**config.mk**
```make
export PLATFORM = sky130hd
export DESIGN_NAME = instruction_fetch_unit
export DESIGN_NICKNAME = d
export VERILOG_FILES = /design/src/rtl/rv32_fetch_pkg.sv /design/src/rtl/instruction_fetch_unit_fetch_buffer.sv /design/src/rtl/instruction_fetch_unit.sv
export SDC_FILE = /design/constraint.sdc
export NUM_CORES = 1
export LEC_CHECK = 0
export CORE_MARGIN = 5
export CORE_UTILIZATION = 30
export CTS_BUF_LIST = sky130_fd_sc_hd__clkbuf_8
export DETAILED_ROUTE_END_ITERATION = 10
export PLACE_DENSITY = 0.63
export SLEW_MARGIN = 5
export SYNTH_ARGS = -nofsm -noshare
export SYNTH_HDL_FRONTEND = slang
export SYNTH_HIERARCHICAL = 1
export SYNTH_SLANG_ARGS = --single-unit
```
**constraint.sdc**
```tcl
create_clock -name CLK -period 6.3 [get_ports CLK]
set_input_delay 1.575 -clock CLK [delete_from_list [all_inputs] [get_ports CLK]]
set_output_delay 1.575 -clock CLK [all_outputs]
set_load 0.01 [all_outputs]
```
**src/rtl/rv32_fetch_pkg.sv**
```systemverilog
// Shared fetch-stage definitions: data width, NOP encoding, reset PC,
// fetch-control state encodings and the queued {pc, instr} entry type.
package rv32_fetch_pkg;

   localparam int XLEN = 32;
   localparam logic [XLEN-1:0] NOP_INSTR = 32'h0000_0013;
   localparam logic [XLEN-1:0] RESET_PC_DEFAULT = 32'h0000_0000;
   localparam int BUF_DEPTH_DEFAULT = 2;

   typedef enum logic [1:0] {
      FETCH    = 2'b00,
      WAIT_MEM = 2'b01,
      FULL     = 2'b10
   } fetch_state_e;

   typedef struct packed {
      logic [XLEN-1:0] pc;
      logic [XLEN-1:0] instr;
   } fetch_entry_t;

   function automatic logic [XLEN-1:0] word_align(input logic [XLEN-1:0] a);
      return {a[XLEN-1:2], 2'b00};
   endfunction

endpackage

```
**src/rtl/instruction_fetch_unit_fetch_buffer.sv**
```systemverilog
// fetch_buffer: synchronous FIFO of {pc, instr} pairs with flush.
// Ports: clk, rst (async high), push/push_pc/push_instr, pop, flush,
//        head_pc/head_instr (oldest entry), count, full, empty.
module fetch_buffer
   import rv32_fetch_pkg::*;
#(
   parameter int DEPTH = 2,
   localparam int CW = $clog2(DEPTH + 1)
) (
   input  logic            clk,
   input  logic            rst,
   input  logic            push,
   input  logic [XLEN-1:0] push_pc,
   input  logic [XLEN-1:0] push_instr,
   input  logic            pop,
   input  logic            flush,
   output logic [XLEN-1:0] head_pc,
   output logic [XLEN-1:0] head_instr,
   output logic [CW-1:0]   count,
   output logic            full,
   output logic            empty
);

   localparam int PW = (DEPTH > 1) ? $clog2(DEPTH) : 1;

   fetch_entry_t   mem_q [DEPTH];
   fetch_entry_t   mem_d [DEPTH];
   logic [PW-1:0]  rd_q, rd_d;
   logic [PW-1:0]  wr_q, wr_d;
   logic [CW-1:0]  cnt_q, cnt_d;
   logic           wr_en;
   logic           rd_en;

   function automatic logic [PW-1:0] bump(input logic [PW-1:0] p);
      return (p == PW'(DEPTH - 1)) ? '0 : p + PW'(1);
   endfunction

   assign empty = (cnt_q == '0);
   assign full  = (cnt_q == CW'(DEPTH));
   assign count = cnt_q;
   assign head_pc    = mem_q[rd_q].pc;
   assign head_instr = mem_q[rd_q].instr;

   // Writes into a full queue are dropped rather than corrupting the head.
   assign wr_en = push && !full;
   assign rd_en = pop && !empty;

   always_comb begin
      mem_d = mem_q;
      rd_d  = rd_q;
      wr_d  = wr_q;
      cnt_d = cnt_q;
      if (flush) begin
         rd_d  = '0;
         wr_d  = '0;
         cnt_d = '0;
      end else begin
         if (wr_en) begin
            mem_d[wr_q] = '{pc: push_pc, instr: push_instr};
            wr_d = bump(wr_q);
         end
         if (rd_en) begin
            rd_d = bump(rd_q);
         end
         case ({wr_en, rd_en})
            2'b10:   cnt_d = cnt_q + CW'(1);
            2'b01:   cnt_d = cnt_q - CW'(1);
            default: cnt_d = cnt_q;
         endcase
      end
   end

   always_ff @(posedge clk or posedge rst) begin
      if (rst) begin
         for (int i = 0; i < DEPTH; i++) begin
            mem_q[i] <= '0;
         end
         rd_q  <= '0;
         wr_q  <= '0;
         cnt_q <= '0;
      end else begin
         mem_q <= mem_d;
         rd_q  <= rd_d;
         wr_q  <= wr_d;
         cnt_q <= cnt_d;
      end
   end

endmodule

```
**src/rtl/instruction_fetch_unit.sv**
```systemverilog
// instruction_fetch_unit: PC, imem address, in-flight tag and credit-based
// issue; fetched words queue in fetch_buffer and drive the IF/ID outputs.
// Ports: CLK, RESET (async high); IMEM_ADDRESS/IMEM_READ_DATA/IMEM_BUSYWAIT;
//        BRANCH_TAKEN/BRANCH_TARGET; STALL; IF_ID_VALID/INSTRUCTION/PC/PC_PLUS4.
module instruction_fetch_unit
   import rv32_fetch_pkg::*;
#(
   parameter logic [31:0] RESET_PC  = RESET_PC_DEFAULT,
   parameter int          BUF_DEPTH = BUF_DEPTH_DEFAULT
) (
   input  logic        CLK,
   input  logic        RESET,
   output logic [31:0] IMEM_ADDRESS,
   input  logic [31:0] IMEM_READ_DATA,
   input  logic        IMEM_BUSYWAIT,
   input  logic        BRANCH_TAKEN,
   input  logic [31:0] BRANCH_TARGET,
   input  logic        STALL,
   output logic        IF_ID_VALID,
   output logic [31:0] IF_ID_INSTRUCTION,
   output logic [31:0] IF_ID_PC,
   output logic [31:0] IF_ID_PC_PLUS4
);

   localparam int CW = $clog2(BUF_DEPTH + 1);

   logic [31:0]  pc_q, pc_d;
   logic [31:0]  tag_q, tag_d;
   logic         inflight_q, inflight_d;
   fetch_state_e state_q, state_d;

   logic [CW-1:0] buf_count;
   logic          buf_full;
   logic          buf_empty;
   logic [31:0]   head_pc;
   logic [31:0]   head_instr;
   logic [CW:0]   used;
   logic          credit;
   logic          issue;
   logic          push;
   logic          pop;

   // A slot is reserved for the in-flight word, so a push never meets a full queue.
   assign used   = {1'b0, buf_count} + {{CW{1'b0}}, inflight_q};
   assign credit = !buf_full && (used < (CW + 1)'(BUF_DEPTH));

   assign IMEM_ADDRESS = word_align(pc_q);

   fetch_buffer #(
      .DEPTH (BUF_DEPTH)
   ) u_buf (
      .clk        (CLK),
      .rst        (RESET),
      .push       (push),
      .push_pc    (tag_q),
      .push_instr (IMEM_READ_DATA),
      .pop        (pop),
      .flush      (BRANCH_TAKEN),
      .head_pc    (head_pc),
      .head_instr (head_instr),
      .count      (buf_count),
      .full       (buf_full),
      .empty      (buf_empty)
   );

   assign IF_ID_VALID       = !buf_empty;
   assign IF_ID_INSTRUCTION = buf_empty ? NOP_INSTR : head_instr;
   assign IF_ID_PC          = buf_empty ? 32'h0 : head_pc;
   assign IF_ID_PC_PLUS4    = buf_empty ? 32'h0 : head_pc + 32'd4;

   // Issue control: the state mirrors why fetch is or is not issuing.
   always_comb begin
      state_d = state_q;
      issue   = !IMEM_BUSYWAIT && !BRANCH_TAKEN && credit;
      push    = inflight_q && !IMEM_BUSYWAIT && !BRANCH_TAKEN;
      pop     = IF_ID_VALID && !STALL && !BRANCH_TAKEN;
      case (state_q)
         FETCH: begin
            if (IMEM_BUSYWAIT) begin
               state_d = WAIT_MEM;
            end else if (!credit) begin
               state_d = FULL;
            end
         end
         WAIT_MEM: begin
            if (!IMEM_BUSYWAIT) begin
               state_d = FETCH;
            end
         end
         FULL: begin
            if (pop) begin
               state_d = FETCH;
            end
         end
         default: state_d = FETCH;
      endcase
      if (BRANCH_TAKEN) begin
         state_d = FETCH;
      end
   end

   always_comb begin
      pc_d       = pc_q;
      tag_d      = tag_q;
      inflight_d = inflight_q;
      if (BRANCH_TAKEN) begin
         pc_d       = word_align(BRANCH_TARGET);
         inflight_d = 1'b0;
      end else if (IMEM_BUSYWAIT) begin
         inflight_d = inflight_q;
      end else if (issue) begin
         pc_d       = pc_q + 32'd4;
         tag_d      = pc_q;
         inflight_d = 1'b1;
      end else begin
         inflight_d = 1'b0;
      end
   end

   always_ff @(posedge CLK or posedge RESET) begin
      if (RESET) begin
         pc_q       <= RESET_PC;
         tag_q      <= RESET_PC;
         inflight_q <= 1'b0;
         state_q    <= FETCH;
      end else begin
         pc_q       <= pc_d;
         tag_q      <= tag_d;
         inflight_q <= inflight_d;
         state_q    <= state_d;
      end
   end

   a_no_full_push : assert property (
      @(posedge CLK) disable iff (RESET) !(push && buf_full)
   );

endmodule
```
### Yosys cells after proc, flatten, opt, wreduce, memory -nomap -nowiden

Cells that the tools add are included.

* word-level logic and storage cells: 75
* ROM bits: 0
* output and inout port bits: 129
* bits in latches: 0
* input port bits: 69
* memory bits (writable): 0
* memories kept: 0
* flip-flop bits (word level): 197

* multiply operators: 0
* muxes and demuxes: 23
* order comparisons: 4
* div/mod/pow operators: 0
* reduce and logical (&&, ||, !) cells: 23
* bitwise gates (word level): 4
* add/sub/neg operators: 7
* shift operators: 0
* eq/ne operators: 4

Operator list (number)
* two-way mux 64 bit: 4
* two-way mux 32 bit: 6
* bitwise mux 128 bit: 1
* adder 32 x 3 -> 32 bit, second input constant: 2
* demux 64 bit (select 1 bit): 1
* logical AND 1 bit: 10
* two-way mux 1 bit: 9
* nonzero test 2 bit: 3
* logical NOT 1 bit: 5
* == test 2 bit, second input constant: 2
* >= comparator 2 bit, second input constant: 2
* inverter 1 -> 2 bit: 2
* one-hot mux 2 bit (2 select lines): 1
* AND reduction 2 bit: 2
* adder 2 x 1 -> 3 bit: 1
* less-than comparator 3 x 2 -> 1 bit, second input constant: 1
* AND reduction 3 bit: 1
* nonzero test 3 bit: 1
* adder 1 bit, second input constant: 2
* adder 2 x 1 -> 2 bit, second input constant: 1
* == test 2 x 1 -> 1 bit, second input constant: 1
* logical NOT 2 bit: 1
* less-than comparator 2 x 1 -> 1 bit, second input constant: 1
* two-way mux 2 bit: 1
* 3 further kinds: 4

### Depth between registers and ports, before layout

* word-level depth: 8
* depth in mapped cells: 10
* gate-level depth less buffers: 7

### Cells and area by module

The synthesis kept the hierarchy.

Modules (own cells, without submodules)
* fetch_buffer: times used 1, seq. area each 3303.2 sq um, area each 5960.7 sq um, cells each 365
* instruction_fetch_unit: times used 1, seq. area each 1526.5 sq um, area each 4006.3 sq um, cells each 464

### Worst setup path after synthesis

Ideal clock, no wire load.

* path kind: register to output
* start point: register u_buf.rd_q
* end point: output port IF_ID_PC_PLUS4[22]
* setup slack: 1923 ps
* stages on the path, launching flop included: 11
* arrival time: 2802 ps
* cells stage by stage: dfrtp_1 clkbuf_1 clkbuf_1 mux2_2 ha_1 inv_1 or4_1 clkbuf_1 nor4_1 xnor2_1 nor2_1

* cells in the longest elaborated chain, start to end: 6

RTL lines
* start, declared: line instruction_fetch_unit_fetch_buffer.sv:28 `logic [PW-1:0] rd_q, rd_d;`
* start signal, assigned: line instruction_fetch_unit_fetch_buffer.sv:83 `rd_q <= rd_d;`
* inverter 1 -> 2 bit (not written as such): line instruction_fetch_unit_fetch_buffer.sv:41 `assign head_pc = mem_q[rd_q].pc;`
* two-way mux 64 bit (not written as such) (3 in a row): line instruction_fetch_unit_fetch_buffer.sv:41
* net head_pc[2]: line instruction_fetch_unit.sv:35 `logic [31:0] head_pc;`
* adder 32 x 3 -> 32 bit: line instruction_fetch_unit.sv:69 `assign IF_ID_PC_PLUS4 = buf_empty ? 32'h0 : head_pc + 32'd4;`
* two-way mux 32 bit: line instruction_fetch_unit.sv:69
* end, declared: line instruction_fetch_unit.sv:22 `output logic [31:0] IF_ID_PC_PLUS4`

The timed path passes the listed nets, and every way through them passes these cells. The select of a mux whose other input is x is not followed.

### Worst setup path in the final report

* start point: register u_buf.rd_q
* end point: output port IF_ID_PC_PLUS4[31]

The elaborated chain is that of the path after synthesis.

==> results.yml <==
yosys:
  synth_flop_cell: "dfrtp_1"
  synth.yosys.warnings: 6
  postSynthCellCount: 829
  synth_commonest_cells: "193 x dfrtp_1, 153 x mux2_2, 60 x mux2_4"
  async_flop_share_pct: 100
  yosysTopAreaCell: "dfrtp_1"
  synthTopCellsByArea: "dfrtp_1 48%, mux2_2 17%, mux2_4 9.0%"
  yosysSeqAreaShare_pct: 48.5
  synth_top_cell_area_share_pct: 48.5
  ys_types: 50
  netlist_area_um2: 9970
  synth_edf_count: 0
  synth_most_common_cell: "dfrtp_1"
  syn_avg_cell_area_um2: 12.0
  ys_seq_elements: 193
timing:
  finalCritPeriodShare_pct: 87.8
  drv_slew: 0
  setup-violations-final: 0
  fin_setup_tns_ns: 0
  hold_viol_final: 0
  period_needed_ns: 5.53
  maxSlewHeadroom_pct: 34.9
  fmax_mhz: 181
  skew_ns: 0.0158
  worstMarginPinSlew_ns: 0.977
  rsz0062_at_grt: "false"
clocking:
  cts_buffer_depth: 2
  clk_root_buffer_cell: "clkbuf_8"
  clk_pin_slew_ns: 0.11
  postCtsSetupRepairBufs: 0
  postCtsHoldBufs: 0
  cts.sinks: 193
  clk_latency_ns: 0.49
  cts_tree: "done"
  ctsResizeCount: 0
  numCtsBuffers: 17
  h-tree-depth: 4
route:
  vias: 6816
  route.detailed.drc: 0
  drt_wl_total_mm: 25.1
  drtPass1Iterations: 4
  ant_nets: 0
  via_per_inst: 4.67
  wl_per_cell_um: 17.2
  drtIter0Drc: 286
global_route:
  antenna_found_initial: 0
  grt_use_total_pct: 13.5
  grt_max_degree: 100
  grt_pass1_wl_mm: 39.5
  grt_pass1_vias: 6969
  overflow: 0
die:
  die-area_um2: 37000
  die_y_um: 192
  rows: 66
  io_pins: 198
  fp.dieW_um: 192
  coreArea_um2: 32700
  start_util_pct: 30.5
power_and_ir_drop:
  p_leak_nw: 5.25
  swShare_pct: 31.1
  p_seq_share_pct: 49.6
  combPwrFrac_pct: 25.5
  p_sw_mw: 1.00
  vdd_ir_drop_max_mv: 0.134
  power_density_nw_per_um2: 255
  intPower_mw: 2.22
  clkPwrFrac_pct: 24.8
run:
  cap_viol_max_count: 0
cells_and_area:
  areaGrowthSynthToFinish_pct: 27.1
  drive_gt1_share_pct: 26.5
  antennaDiodeCount: 0
  finish.utilization_pct: 38.7
  fin_nets: 1075
  nFillCells: 3244
  final_cells: 1459
placed_design:
  hpwl_mm: 17.5
  placedCellCount: 1427
  gp_congestion: 0.771
  io_buffer_count: 193
critical_path:
  r2r_start: "inflight_q$_DFFE_PP0P_"
  required_ns: 4.72
  rr_endpoint: "u_buf/mem_q[49]$_DFFE_PP0P_"
  max_stage_delay_ns: 0.72
  ff2ff_setup_slack_ns: 3.35
  cp-start-kind: "flip-flop"
  path_cells: "buf_4, mux2_2, and4_1, nand4_1, nor4_1, xnor2_1, nor2_1, clkdlybuf4s50_1"
  worstSetupEndpointType: "output pin"
  path_buf_inv: 2
  crit_arrival_ns: 3.96
  crit_fanout: 46
  crit_family: "buffers and inverters"
  reg2reg_depth: 5
  slowest_stage: "dfrtp_2"
  criticalPathCategory: "flip-flop to output pin"
min_path:
  worstHoldStart: "u_buf/mem_q[114]$_DFFE_PP0P_"
  whs_path_depth: 1
  whs_endpoint: "u_buf/mem_q[114]$_DFFE_PP0P_"
  hp-class: "flip-flop to flip-flop"
outcome:
  status: "finished, final reports clean"
[cells by family (layout without fill, tap and decap cells)]
logic type,after synthesis,in the layout,share of synthesized area (%)
flip-flops,193,193,48.5
buffers and inverters,70,253,3.43
adder cells (fa/ha/maj),2,2,0.251
other,1,6,0.0376
multiplexers,218,218,26.9
AND/OR/NAND/NOR,245,245,13.6
AO/OA/AOI/OAI,55,55,3.41
XOR/XNOR,45,45,3.95
[cells in the final DEF, fill, tap and decap left out, drive strengths merged, types with 22 or more instances in the layout]
| master | n |
|---|---|
| nand2 | 46 |
| nor2 | 49 |
| nand3 | 22 |
| inv | 29 |
| mux2 | 218 |
| dfrtp | 193 |
| nor2b | 56 |
| clkdlybuf4s50 | 192 |
| xor2 | 22 |
| o21ai | 27 |
| xnor2 | 23 |
[worst max path at each step]
stage | startpoint | endpoint | slack (ns) | cells after the start
6_report | u_buf/rd_q$_DFFE_PP0P_ | IF_ID_PC_PLUS4[31] | 0.77 | 8
5_1_grt | u_buf/rd_q$_DFFE_PP0P_ | IF_ID_PC_PLUS4[29] | 0.46 | 8
4_1_cts | u_buf/rd_q$_DFFE_PP0P_ | IF_ID_PC_PLUS4[31] | 0.67 | 8
3_5_place_dp | u_buf/rd_q$_DFFE_PP0P_ | IF_ID_PC_PLUS4[31] | 1.22 | 8
3_3_place_gp | u_buf/rd_q$_DFFE_PP0P_ | IF_ID_PC_PLUS4[31] | 1.26 | 8
2_1_floorplan | RESET | u_buf/count[0]$_DFFE_PP0P_ | 1.20 | 1
[state kept, by name (all words and copies together) (netlist names)]
name / cells
tag_q: 30
u_buf/wr_q: 1
u_buf/count: 2
pc_q: 30
u_buf/rd_q: 1
inflight_q: 1
u_buf/mem_q: 128
[area by class of cell]
cell class,instances,area [um^2],area share [%]
clock buffers,17,234,1.85
clock inverters,15,153,1.21
flip-flops and latches,193,4830,38.1
well taps,442,553,4.37
multi-input cells,571,4830,38.1
inverters,20,80.1,0.632
repair buffers,201,1990,15.7
[metal layers]
metal	up-vias	global-route usage, %	share of wire [%]
met5	-	0	0
met4	0	2.85	0.81
met3	14	3.22	5.1
met2	167	20.9	45
met1	3381	19.3	49
li1	3254	-	-
[power groups by stage]
stage	Combinational [mW]	Clock, mW	Sequential [mW]
global placement	0.823	0	1.62
detailed placement	0.832	0	1.63
floorplan	0.578	0	1.58
finish	0.824	0.801	1.60
global route	0.906	0.890	1.63
CTS	0.838	0.843	1.60
[through the flow]
step / setup WS (ns) / instance area (um^2) / hold WS (ns) / total power, mW
2_1_floorplan: 1.20 / 9990 / 0.454 / 2.16
3_3_place_gp: 1.26 / 12300 / 0.466 / 2.44
3_5_place_dp: 1.22 / 12300 / 0.471 / 2.46
4_1_cts: 0.673 / 12700 / 0.497 / 3.28
5_1_grt: 0.463 / 12700 / 0.519 / 3.43
6_report: 0.770 / 12700 / 0.490 / 3.23
No activity file was read; power rests on OpenSTA's default activity.
